==> config.mk <==
export PLATFORM = sky130hd
export DESIGN_NAME = booth4_multiplier_fp32
export DESIGN_NICKNAME = d
export VERILOG_FILES = /design/src/rtl/booth4_multiplier_fp32.sv
export SDC_FILE = /design/constraint.sdc
export NUM_CORES = 1
export LEC_CHECK = 0
export CORE_UTILIZATION = 50
export CTS_CLUSTER_DIAMETER = 200
export DETAILED_ROUTE_END_ITERATION = 7
export GPL_TIMING_DRIVEN = 1
export PLACE_DENSITY_LB_ADDON = 0.1
export RECOVER_POWER = 100
export SYNTH_ARGS = -nofsm -noshare
export SYNTH_HDL_FRONTEND = slang
export SYNTH_SLANG_ARGS = --single-unit
export TNS_END_PERCENT = 100
==> constraint.sdc <==
create_clock -name clk -period 7.9 [get_ports clk]
set_input_delay 1.58 -clock clk [delete_from_list [all_inputs] [get_ports clk]]
set_output_delay 1.58 -clock clk [all_outputs]
set_load 0.005 [all_outputs]
==> src/rtl/booth4_multiplier_fp32.sv <==
// booth4_multiplier_fp32: iterative IEEE-754 single-precision multiplier.
// The multiplier mantissa is recoded into radix-4 signed digits {-2..+2}
// (3-bit {sign, mag} encoding shared with the SRT divider's quotient digits),
// one digit is accumulated per cycle, then the product is normalized,
// rounded and packed. Subnormal inputs flush to zero; no subnormal outputs.
// Optional feature macro: BOOTH_MUL_RNE_EN selects round-to-nearest-even;
// without it the result is truncated (round toward zero).
module booth4_multiplier_fp32 (
  input  logic        clk,
  input  logic        rst,
  input  logic        in_valid,
  output logic        in_ready,
  input  logic [31:0] multiplicand,
  input  logic [31:0] multiplier,
  output logic        out_valid,
  input  logic        out_ready,
  output logic [31:0] product
);

  typedef enum logic [2:0] {IDLE, MUL, NORM, PACK, DONE} state_t;

  state_t             state_q;
  logic signed [49:0] acc_q;
  logic [3:0]         cnt_q;
  logic [23:0]        mantA_q;
  logic [26:0]        recode_q;
  logic               sign_q;
  logic signed [9:0]  exp_q;
  logic               nan_q;
  logic               inf_q;
  logic               zero_q;
  logic [22:0]        mant_q;
  logic [31:0]        product_q;
  logic               outValid_q;
`ifdef BOOTH_MUL_RNE_EN
  logic               guard_q;
  logic               sticky_q;
`endif

  logic [2:0]         digit;
  logic [25:0]        multMag;
  logic signed [25:0] term;
  logic signed [51:0] accSum;
  logic signed [49:0] acc_d;
  logic               roundInc;
  logic [23:0]        mantRounded;
  logic signed [9:0]  expRounded;
  logic [22:0]        fracFinal;
  logic [31:0]        packed_d;

  // Operand classification of the incoming pair
  logic zeroA, zeroB, infA, infB, nanA, nanB;
  assign zeroA = (multiplicand[30:23] == 8'd0);
  assign zeroB = (multiplier[30:23] == 8'd0);
  assign infA  = (multiplicand[30:23] == 8'hFF) && (multiplicand[22:0] == 23'd0);
  assign infB  = (multiplier[30:23] == 8'hFF) && (multiplier[22:0] == 23'd0);
  assign nanA  = (multiplicand[30:23] == 8'hFF) && (multiplicand[22:0] != 23'd0);
  assign nanB  = (multiplier[30:23] == 8'hFF) && (multiplier[22:0] != 23'd0);

  assign in_ready  = (state_q == IDLE);
  assign out_valid = outValid_q;
  assign product   = product_q;

  // Booth step: recode the low triple, form digit x A and add it at the top before the 2-bit arithmetic shift
  always_comb begin
    digit = 3'b000;
    unique case (recode_q[2:0])
      3'b001, 3'b010: digit = 3'b001;
      3'b011:         digit = 3'b010;
      3'b100:         digit = 3'b110;
      3'b101, 3'b110: digit = 3'b101;
      default:        digit = 3'b000;
    endcase
    multMag = 26'd0;
    if (digit[1:0] == 2'b10)
      multMag = {1'b0, mantA_q, 1'b0};
    else if (digit[1:0] == 2'b01)
      multMag = {2'b00, mantA_q};
    term   = digit[2] ? -$signed(multMag) : $signed(multMag);
    accSum = {{2{acc_q[49]}}, acc_q} + {term, 26'd0};
    acc_d  = accSum[51:2];
  end

  // Rounding of the normalized mantissa followed by the prioritized result rules
  always_comb begin
`ifdef BOOTH_MUL_RNE_EN
    roundInc = guard_q & (sticky_q | mant_q[0]);
`else
    roundInc = 1'b0;
`endif
    mantRounded = {1'b0, mant_q} + {23'd0, roundInc};
    expRounded  = exp_q + (mantRounded[23] ? 10'sd1 : 10'sd0);
    fracFinal   = mantRounded[23] ? 23'd0 : mantRounded[22:0];
    if (nan_q)
      packed_d = 32'h7FC00000;
    else if (inf_q)
      packed_d = {sign_q, 8'hFF, 23'd0};
    else if (zero_q)
      packed_d = {sign_q, 31'd0};
    else if (expRounded >= 10'sd255)
      packed_d = {sign_q, 8'hFF, 23'd0};
    else if (expRounded <= 10'sd0)
      packed_d = {sign_q, 31'd0};
    else
      packed_d = {sign_q, expRounded[7:0], fracFinal};
  end

  // Control FSM and datapath registers; special cases walk the full sequence for uniform latency
  always_ff @(posedge clk) begin
    if (!rst) begin
      state_q    <= IDLE;
      acc_q      <= '0;
      cnt_q      <= '0;
      mantA_q    <= '0;
      recode_q   <= '0;
      sign_q     <= 1'b0;
      exp_q      <= '0;
      nan_q      <= 1'b0;
      inf_q      <= 1'b0;
      zero_q     <= 1'b0;
      mant_q     <= '0;
      product_q  <= '0;
      outValid_q <= 1'b0;
`ifdef BOOTH_MUL_RNE_EN
      guard_q    <= 1'b0;
      sticky_q   <= 1'b0;
`endif
    end else begin
      unique case (state_q)
        IDLE: begin
          if (in_valid) begin
            mantA_q  <= {1'b1, multiplicand[22:0]};
            recode_q <= {2'b00, 1'b1, multiplier[22:0], 1'b0};
            sign_q   <= multiplicand[31] ^ multiplier[31];
            exp_q    <= $signed({2'b00, multiplicand[30:23]}) + $signed({2'b00, multiplier[30:23]}) - 10'sd127;
            nan_q    <= nanA | nanB | (infA & zeroB) | (infB & zeroA);
            inf_q    <= infA | infB;
            zero_q   <= zeroA | zeroB;
            acc_q    <= '0;
            cnt_q    <= '0;
            state_q  <= MUL;
          end
        end
        MUL: begin
          acc_q    <= acc_d;
          recode_q <= recode_q >> 2;
          cnt_q    <= cnt_q + 4'd1;
          if (cnt_q == 4'd12)
            state_q <= NORM;
        end
        NORM: begin
          if (acc_q[47]) begin
            mant_q   <= acc_q[46:24];
            exp_q    <= exp_q + 10'sd1;
`ifdef BOOTH_MUL_RNE_EN
            guard_q  <= acc_q[23];
            sticky_q <= |acc_q[22:0];
`endif
          end else begin
            mant_q   <= acc_q[45:23];
`ifdef BOOTH_MUL_RNE_EN
            guard_q  <= acc_q[22];
            sticky_q <= |acc_q[21:0];
`endif
          end
          state_q <= PACK;
        end
        PACK: begin
          product_q  <= packed_d;
          outValid_q <= 1'b1;
          state_q    <= DONE;
        end
        DONE: begin
          if (out_ready) begin
            outValid_q <= 1'b0;
            state_q    <= IDLE;
          end
        end
        default: state_q <= IDLE;
      endcase
    end
  end

endmodule

==> metrics.json <==
{
  "outcome": "finished with violations",
  "failing_checks": "capacitance limit, slew limit",
  "finalHoldWorstSlack_ps": 461,
  "worst_setup_path_end_kind": "register",
  "worstHoldPathType": "register to register",
  "filler_cell_count": 1777,
  "yosys_most_used_dff": "dfxtp_1",
  "cts_buffer_depth": 2,
  "first_global_vias": 7893,
  "synth-edff-count": 0,
  "floorplan.initialDensity": 0.517,
  "cts-hold-fix-buffers": 0,
  "syn_nets": 1356,
  "final_layout_size_suffix_gt1_frac": 0.0481,
  "synth.cell_area_um2": 9840,
  "synth_area_leaders": "dfxtp_1 31%, nand2_1 6.8%, ha_1 5.7%",
  "die_width_um": 142,
  "vias_per_cell": 5.80,
  "p_leak_uw": 0.00457,
  "ys_ff_latch": 153,
  "ant_nets": 0,
  "cp.required_ps": 8260,
  "cts_resized": 0,
  "crit_fanout": 30,
  "synthMostInstantiatedCell": "nand2_1",
  "grt_setup_unrepaired": "no",
  "maximum_number_of_pins_on_one_net_before_global_route_repair": 79,
  "grt.overflow.total": 0,
  "groute.usage.overall": 0.248,
  "setup_viol": 0,
  "pwr_density_cell_nw_per_um2": 174,
  "yosys.area.top_type": "dfxtp_1",
  "areaGrowthSynthToFinish_pct": 16.0,
  "layout_worst_path_cycle_share": 0.835,
  "cp.arrival_ps": 6950,
  "grt_antenna_before_repair": 0,
  "worst_slew_margin_relative_to_its_limit": -0.937,
  "dpl_ws_ps": 2200,
  "gp_congestion": 0.914,
  "syn_area_per_cell_um2": 7.93,
  "final_layout_net_count": 1391,
  "place.port_buffers": 101,
  "clkSlewWorstSetupHoldPaths_ps": 60,
  "wirelength_um": 24500,
  "worst_ir_drop_vdd_mv": 0.140,
  "ctsHtreeMaxLevel": 4,
  "worst-slew-pin-transition_ps": 2910,
  "maxCapViolCount": 2,
  "clock_insertion_delay_worst_skew_ps": 430,
  "synth.distinct_cells": 72,
  "layout_setup_ws_ps": 1300,
  "root_buffer": "clkbuf_16",
  "startpoint_type": "register",
  "finalMaxSlewViolations": 147,
  "synthTopCellsByCount": "177 x nand2_1, 153 x dfxtp_1, 81 x clkbuf_1",
  "drc": 0,
  "syn-instance-count": 1241,
  "cts_setup_buffers": 0,
  "detailedRoute.firstIterationViolations": 674,
  "detail_route.wl_per_cell_um": 15.8,
  "postLayoutCoreUtil": 0.600,
  "numClockSinks": 153,
  "ys_seq_area_frac": 0.311,
  "setup-tns-final_ps": 0,
  "antenna_cells_inserted": 0,
  "pin_count": 102,
  "fp.dieH_um": 142,
  "numCtsBuffers": 17,
  "number_of_warnings_issued_by_yosys": 0,
  "timing_worst_setup_path_type": "register to register",
  "vias": 8982,
  "tritoncts": "built",
  "finClkSkew_ps": 10.3,
  "final_period_minus_worst_setup_slack_ps": 6600,
  "report.final.hold_viol_count": 0,
  "timing.fmax_mhz": 152,
  "synth.top_cell.area_share": 0.311,
  "dp_hpwl_um": 17500,
  "floorplan.die_area_um2": 20200,
  "drt_first_pass_iters": 5,
  "rows": 50,
  "synth-async-reset-ratio": 0,
  "coreArea_um2": 19000,
  "grt_pass1_wl_um": 40300
}
-- stage by stage --
stage	total power, µW	instances	instance area (µm²)
floorplan	1130	1241	9840
global placement	1240	1517	10900
detailed placement	1250	1517	10900
CTS	2000	1549	11400
global route	2080	1549	11400
finish	1990	1549	11400
-- sequential cells by signal, summed over array words and instances, names as in the netlist --
name       count
nan_q          1
acc_q         27
zero_q         1
inf_q          1
mantA_q       24
sign_q         1
exp_q         10
state_q        3
out_valid      1
mant_q        23
recode_q      25
cnt_q          4
product       32
-- power by group --
part           internal (µW)  leakage (µW)  total, µW  switching (µW)
Sequential               801       0.00124        845            43.9
Combinational            166       0.00308        385             218
Clock                    413      0.000247        759             346
-- layer usage --
layer  share of wire  up-vias  track usage
met5               0        -            0
met4           0.010        0       0.0702
met3           0.053       21       0.0387
met2            0.43      259        0.373
met1            0.51     4122        0.365
li1                -     4580            -
-- worst paths after layout --
check | startpoint | to | slack (ps) | cells past startpoint
worst min-delay path | product[31]$_SDFFE_PN0P_ | product[31]$_SDFFE_PN0P_ | 460 | 2
worst max-delay path | recode_q[1]$_SDFFE_PN0P_ | acc_q[49]$_SDFFE_PN0P_ | 1300 | 20
worst min register to register | product[31]$_SDFFE_PN0P_ | product[31]$_SDFFE_PN0P_ | 460 | 2
worst max register to register | recode_q[1]$_SDFFE_PN0P_ | acc_q[49]$_SDFFE_PN0P_ | 1300 | 20
-- layout by cell type, fill, tap and decap left out, drive strengths merged, types with 27 or more instances in the layout --
master,synthesis,routed
o211a,27,27
dlygate4sd3,0,34
nor2,65,65
nand3,33,33
a21boi,60,60
xnor2,35,35
clkdlybuf4s50,0,66
o21ai,78,78
mux2i,30,30
ha,45,45
dfxtp,153,153
inv,29,33
a22oi,54,54
a21oi,64,64
nand2,177,177
nor2b,40,40
-- logic make-up (layout without fill, tap and decap cells) --
group,after synthesis,after routing,synth area share
AO/OA/AOI/OAI,393,393,0.280
XOR/XNOR,52,52,0.0463
adder cells (fa/ha/maj),47,47,0.0613
buffers and inverters,128,176,0.0510
flip-flops,153,153,0.311
multiplexers,34,34,0.0351
AND/OR/NAND/NOR,434,434,0.215
-- critical path, cell delays in order (launching register included) --
cell and delay, ps:
dfxtp_1 950, clkbuf_1 620, inv_1 420, a221o_1 400, nand2_1 80, ha_1 170, o221ai_1 200, or3b_1 460
or4b_1 650, or3_4 410, mux2i_1 180, o221ai_1 160, ha_1 460, nand2_1 160, nor3_1 220, o2111ai_1 130
o211ai_1 210, a21oi_1 140, xnor2_1 250, a21oi_1 100, o22ai_1 130
-- layout make-up --
type | instances | area (µm²) | area share
clock buffers | 20 | 447 | 0.0392
flip-flops and latches | 153 | 3060 | 0.268
clock inverters | 12 | 92.6 | 0.00812
multi-input cells | 960 | 6270 | 0.550
well taps | 260 | 325 | 0.0285
inverters | 29 | 109 | 0.00954
repair buffers | 115 | 1100 | 0.0966
Note: power is estimated with default switching activity, not from simulation.
